$ cat src/rtl/rv32_inst_encoder.sv
// rtl/rv32_inst_encoder.sv - RV32IM instruction encoder with a 2-entry output FIFO
module rv32_inst_encoder #(
   parameter int NR_INST   = 46,
   parameter int OPC_WIDTH = $clog2(NR_INST + 1),
   parameter int CNT_WIDTH = 32
) (
   input  logic                 clk,
   input  logic                 rstn,
   input  logic                 in_valid,
   output logic                 in_ready,
   input  logic [OPC_WIDTH-1:0] in_opc,
   input  logic [4:0]           in_rd,
   input  logic [4:0]           in_rs1,
   input  logic [4:0]           in_rs2,
   input  logic [31:0]          in_imm,
   output logic                 out_valid,
   input  logic                 out_ready,
   output logic [31:0]          out_inst,
   output logic                 out_err,
   output logic [OPC_WIDTH-1:0] out_opc,
   output logic [CNT_WIDTH-1:0] nr_enc,
   output logic [CNT_WIDTH-1:0] nr_err
);
   typedef enum logic [2:0] {FMT_R, FMT_I, FMT_SH, FMT_S, FMT_B, FMT_U, FMT_J, FMT_SYS} fmt_e;

   typedef struct packed {
      logic [31:0]          inst;
      logic                 err;
      logic [OPC_WIDTH-1:0] opc;
   } entry_t;

   fmt_e        fmt;
   logic [6:0]  op;
   logic [6:0]  f7;
   logic [2:0]  f3;
   logic        known;
   logic        imm_ok;
   logic [31:0] enc;
   logic [31:0] inst;
   logic        err;
   int          opc_i;

   entry_t      mem [2];
   logic        rd_ptr;
   logic        wr_ptr;
   logic [1:0]  count;
   logic        push;
   logic        pop;

   assign opc_i = int'(in_opc);

   // Format and major opcode by opc range
   always_comb begin
      fmt   = FMT_R;
      op    = 7'h33;
      known = 1'b1;
      if (opc_i >= 1 && opc_i <= 10) begin
         fmt = FMT_R;
         op  = 7'h33;
      end else if (opc_i >= 11 && opc_i <= 19) begin
         fmt = (opc_i >= 15 && opc_i <= 17) ? FMT_SH : FMT_I;
         op  = 7'h13;
      end else if (opc_i >= 20 && opc_i <= 24) begin
         fmt = FMT_I;
         op  = 7'h03;
      end else if (opc_i >= 25 && opc_i <= 27) begin
         fmt = FMT_S;
         op  = 7'h23;
      end else if (opc_i >= 28 && opc_i <= 33) begin
         fmt = FMT_B;
         op  = 7'h63;
      end else if (opc_i == 34) begin
         fmt = FMT_J;
         op  = 7'h6F;
      end else if (opc_i == 35) begin
         fmt = FMT_I;
         op  = 7'h67;
      end else if (opc_i == 36 || opc_i == 37) begin
         fmt = FMT_U;
         op  = (opc_i == 36) ? 7'h37 : 7'h17;
      end else if (opc_i == 38) begin
         fmt = FMT_SYS;
         op  = 7'h73;
      end else if (opc_i >= 39 && opc_i <= NR_INST) begin
         fmt = FMT_R;
         op  = 7'h33;
      end else begin
         known = 1'b0;
      end
   end

   always_comb begin
      f3 = 3'd0;
      case (opc_i)
         6, 15, 21, 26, 29, 40:         f3 = 3'd1;
         9, 18, 22, 27, 41:             f3 = 3'd2;
         10, 19, 42:                    f3 = 3'd3;
         3, 12, 23, 30, 43:             f3 = 3'd4;
         7, 8, 16, 17, 24, 31, 44:      f3 = 3'd5;
         4, 13, 32, 45:                 f3 = 3'd6;
         5, 14, 33, 46:                 f3 = 3'd7;
         default:                       f3 = 3'd0;
      endcase
      f7 = 7'h00;
      if (opc_i == 2 || opc_i == 8 || opc_i == 17) f7 = 7'h20;
      else if (opc_i >= 39 && opc_i <= 46)         f7 = 7'h01;
   end

   always_comb begin
      case (fmt)
         FMT_I, FMT_S: imm_ok = (in_imm[31:11] == {21{in_imm[11]}});
         FMT_SH:       imm_ok = (in_imm[31:5] == 27'd0);
         FMT_B:        imm_ok = (in_imm[31:12] == {20{in_imm[12]}}) && !in_imm[0];
         FMT_J:        imm_ok = (in_imm[31:20] == {12{in_imm[20]}}) && !in_imm[0];
         FMT_U:        imm_ok = (in_imm[11:0] == 12'd0);
         FMT_SYS:      imm_ok = (in_imm[31:1] == 31'd0);
         default:      imm_ok = 1'b1;
      endcase
   end

   always_comb begin
      case (fmt)
         FMT_I:   enc = {in_imm[11:0], in_rs1, f3, in_rd, op};
         FMT_SH:  enc = {f7, in_imm[4:0], in_rs1, f3, in_rd, op};
         FMT_S:   enc = {in_imm[11:5], in_rs2, in_rs1, f3, in_imm[4:0], op};
         FMT_B:   enc = {in_imm[12], in_imm[10:5], in_rs2, in_rs1, f3, in_imm[4:1], in_imm[11], op};
         FMT_U:   enc = {in_imm[31:12], in_rd, op};
         FMT_J:   enc = {in_imm[20], in_imm[10:1], in_imm[11], in_imm[19:12], in_rd, op};
         FMT_SYS: enc = {11'd0, in_imm[0], 13'd0, op};
         default: enc = {f7, in_rs2, in_rs1, f3, in_rd, op};
      endcase
   end

   assign err  = !(known && imm_ok);
   assign inst = err ? 32'd0 : enc;

   assign in_ready  = (count < 2'd2);
   assign out_valid = (count != 2'd0);
   assign push      = in_valid && in_ready;
   assign pop       = out_valid && out_ready;
   assign out_inst  = mem[rd_ptr].inst;
   assign out_err   = mem[rd_ptr].err;
   assign out_opc   = mem[rd_ptr].opc;

   // Storage is cleared on reset so the idle head presents all zeros
   always_ff @(posedge clk or negedge rstn) begin
      if (!rstn) begin
         mem[0] <= '0;
         mem[1] <= '0;
         rd_ptr <= 1'b0;
         wr_ptr <= 1'b0;
         count  <= 2'd0;
         nr_enc <= '0;
         nr_err <= '0;
      end else begin
         if (push) begin
            mem[wr_ptr] <= '{inst: inst, err: err, opc: in_opc};
            wr_ptr      <= ~wr_ptr;
            if (err) nr_err <= nr_err + 1'b1;
            else     nr_enc <= nr_enc + 1'b1;
         end
         if (pop) rd_ptr <= ~rd_ptr;
         case ({push, pop})
            2'b10:   count <= count + 2'd1;
            2'b01:   count <= count - 2'd1;
            default: count <= count;
         endcase
      end
   end
endmodule

$ cat config.mk
export PLATFORM = sky130hd
export DESIGN_NAME = rv32_inst_encoder
export DESIGN_NICKNAME = d
export VERILOG_FILES = /design/src/rtl/rv32_inst_encoder.sv
export SDC_FILE = /design/constraint.sdc
export NUM_CORES = 1
export LEC_CHECK = 0
export CORE_MARGIN = 4
export CORE_UTILIZATION = 50
export CTS_BUF_LIST = sky130_fd_sc_hd__clkbuf_8
export DETAILED_ROUTE_END_ITERATION = 6
export DONT_BUFFER_PORTS = 1
export GPL_TIMING_DRIVEN = 0
export PLACE_DENSITY = 0.68
export SETUP_SLACK_MARGIN = 0.02
export SLEW_MARGIN = 10
export SYNTH_ARGS = -nofsm -noshare
export SYNTH_HDL_FRONTEND = slang
export SYNTH_SLANG_ARGS = --single-unit
$ cat constraint.sdc
create_clock -name clk -period 2.04 [get_ports clk]
set_clock_uncertainty 0.15 [all_clocks]
set_input_delay 0.612 -clock clk [delete_from_list [all_inputs] [get_ports clk]]
set_output_delay 0.612 -clock clk [all_outputs]
set_load 0.005 [all_outputs]
==> impl_metrics.yaml, run 1 <==
synthesis:
  syn_nets: 912
  synth_seq_cells: 144
  yosysMostFrequentCell: "nand2_1"
  netlist_area_mm2: 0.00787
  ys_seq_area_share_pct: 45.8
  avgSynthCellArea_um2: 9.32
  synth_top_area_share_pct: 45.8
  ys_top_cells_by_count: "nand2_1 (163), dfrtp_1 (144), o21ai_0 (81), mux2_2 (40), xor2_1 (40)"
  synth_area_leaders: "dfrtp_1 (46%), nand2_1 (7.8%), mux2_2 (5.7%)"
  yosys.cell_types.count: 70
  yosysWarnings: 0
  syn_inst: 845
  synth_edf_count: 0
  postSynth.asyncResetShare_pct: 100
  ys.flop_type: "dfrtp_1"
  synth_top_area_cell: "dfrtp_1"
final_layout:
  multi_input_area_mm2: 0.00503
  seq_area_mm2: 0.00360
  diodes: 0
  nFillCells: 1173
  syn_to_final_growth_pct: 33.8
  final_nets: 1002
  instances_no_fill: 1158
  drive_gt1_share_pct: 34.8
worst_setup_path:
  cpMaxStageDelayCell: "a2111oi_4"
  slowest_delay_ps: 420
  crit_arrival_ps: 3140
  worstSetupStartpointType: "primary input"
  cp_cell_sequence: "clkinvlp_4 -> ha_4 -> buf_8 -> buf_6 -> a2111oi_4 -> o31a_2 -> and3_4 -> a21oi_2 -> and3_4 -> buf_8 -> or2_1 -> buf_6 -> nand2_4 -> mux2_4"
  cp.required_ps: 2230
  worstSetupPathType: "in2reg"
  crit_fanout: 9
  critPathBufInv: 5
  crit_path_end_kind: "flip-flop"
  critical-path-top-delay-family: "compound AO/OA/AOI/OAI gates"
sta:
  max_freq_mhz: 339
  hold_viol: 144
  slew_headroom_pct: 47.1
  worst_pin_slew_ps: 785
  final-max-slew-violation-count: 0
  period_share_pct: 144
  rsz0062_at_grt: "yes"
  finalCriticalPeriod_ps: 2950
  setup_violations: 167
  fin_ws_ps: -906
  whs_ps: -298
pwr:
  p_leak_nw: 4.79
  power_switching_mw: 3.81
  internal_power_mw: 6.66
  peakVddDrop_mv: 0.619
  p_clk_share_pct: 21.0
  p_per_area_mw_per_mm2: 994
  power_frac_comb_pct: 39.6
  sequentialPowerShare_pct: 39.3
  switching_share_pct: 36.4
cts:
  clock-sinks: 144
  cts.clk_slew.worst_paths_ps: 90
  cts_root_buf: "clkbuf_8"
  cts-buffers-inserted: 17
  cts_tree: "done"
  cts_max_level: 4
  clkLatencyLatePin_ps: 450
  clockBufferDepth: 2
placed_design:
  port_buffers: 0
  place_congestion: 0.883
  place_ws_ps: -1640
  dpl.cell_count: 1056
  hpwl_mm: 16.8
die:
  die_w_um: 133
  start_util_pct: 51.4
  core-area_mm2: 0.0153
  die_area_mm2: 0.0178
  ios: 162
  fp.dieH_um: 133
  num_rows: 45
run_status:
  status: "finished with violations"
  violations: "negative hold slack, negative setup slack"
route:
  ant_nets: 0
  wire_per_inst_um: 21.9
  first_pass_iters: 5
  drtIter0Drc: 439
  drc: 0
  routed_wirelength_mm: 25.4
  vias: 7094
  viasPerCell: 6.13
global_route:
  grt_pass1_vias: 6853
  grt_max_degree: 145
  grt_pass1_wl_mm: 37.9
  grt_overflow: 0
  grt_usage_pct: 26.9
  grt_antenna_before_repair: 0
job:
  drv_cap: 0
hold_path:
  hp-class: "in2async"
==> worst reg2reg max path: stages, from the launching register on <==
cell     delay (ps)
dfrtp_1         490
ha_1            230
nand3_1         170
or2_2           390
nor3_2          480
nand2_1         430
nor4b_4         340
xor2_1          190
==> state kept, by name, indices dropped and copies added, names as in the netlist <==
name    cells
mem        76
rd_ptr      1
count       2
nr_enc     32
wr_ptr      1
nr_err     32
==> kinds of logic (layout without fill, tap and decap cells) <==
kind of cell	Yosys count	count (layout)	share of synthesized area, %
simple gates	368	368	23.5
mux	41	41	5.85
fa+ha+maj	10	10	1.59
flops	144	144	45.8
buf+inv	61	163	3.51
xor+xnor	69	69	7.68
compound gates	152	152	12.1
==> power by group through the flow <==
stage                     Sequential (mW)  Combinational (mW)  Clock (mW)
after global placement               4.04                2.59           0
after CTS                            4.07                3.45        2.23
final                                4.12                4.15        2.20
after detailed placement             4.10                2.67           0
after global routing                 4.20                4.43        2.37
after floorplan                      3.94                1.99           0
==> worst paths after layout <==
path | startpoint | to | slack, ps | cells after the start
worst max-delay path | in_opc[1] | nr_err[1] | -910 | 14
worst min-delay path | rstn | mem[63] | -300 | 0
worst max register to register | nr_err[0] | nr_err[20] | -900 | 7
worst min register to register | mem[68] | mem[68] | 330 | 2
max in group asynchronous | rstn | rd_ptr | 1720 | 0
min in group clk | in_imm[17] | mem[24] | 280 | 4
==> metal layers <==
metal	global-route usage (%)	vias to the layer above	part of all wire (%)
li1	-	3171	-
met1	35.2	3635	40
met2	44.6	237	51
met3	5.10	51	5.8
met4	10.5	0	2.8
met5	0	-	0
==> through the flow <==
| stage | area, µm² | setup TNS [ps] | total power, mW | utilization, % |
|---|---|---|---|---|
| floorplan | 8010 | -122720 | 5.94 | - |
| global placement | 8280 | -202270 | 6.63 | 54.0 |
| detailed placement | 8280 | -196990 | 6.76 | 54.0 |
| CTS | 9670 | -102750 | 9.75 | 63.2 |
| global route | 10500 | -126480 | 11.0 | 68.8 |
| finish | 10500 | -111670 | 10.5 | 68.8 |
==> placed cells by master (no fill, tap or decap), drive strengths merged, types with 25 or more instances in the layout <==
| cell | Yosys | final |
|---|---|---|
| dfrtp | 144 | 144 |
| buf | 21 | 90 |
| xnor2 | 29 | 29 |
| nor2 | 32 | 32 |
| xor2 | 40 | 40 |
| nor3 | 29 | 29 |
| o21ai | 84 | 84 |
| mux2 | 40 | 40 |
| clkbuf | 26 | 45 |
| nand3 | 39 | 39 |
| and3 | 25 | 25 |
| nand2 | 163 | 163 |
==> repair_timing <==
| action | 4_1_cts | 5_1_grt |
|---|---|---|
| pin swaps | 48 | 64 |
| setup buffers | 43 | 24 |
| hold endpoints to repair | 144 | 144 |
| gates cloned | 4 | 6 |
| resized for setup | 141 | 151 |
| setup endpoints to repair | 173 | 182 |
==> cell type report <==
cell class / instances / share of cell area (%)
Tap cell: 211 / 2.51
Timing Repair Buffer: 74 / 7.71
Sequential cell: 144 / 34.2
Buffer: 44 / 3.60
Inverter: 14 / 0.594
Clock buffer: 17 / 2.22
Multi-Input combinational cell: 640 / 47.8
Clock inverter: 14 / 1.38
(Power assumes the default switching activity.)
==> run 2: changes to the inputs <==
CAP_MARGIN = 5   (was not set)
==> results of run 2 <==
Same layout as run 1: the final DEF is identical, and so are final timing and power.
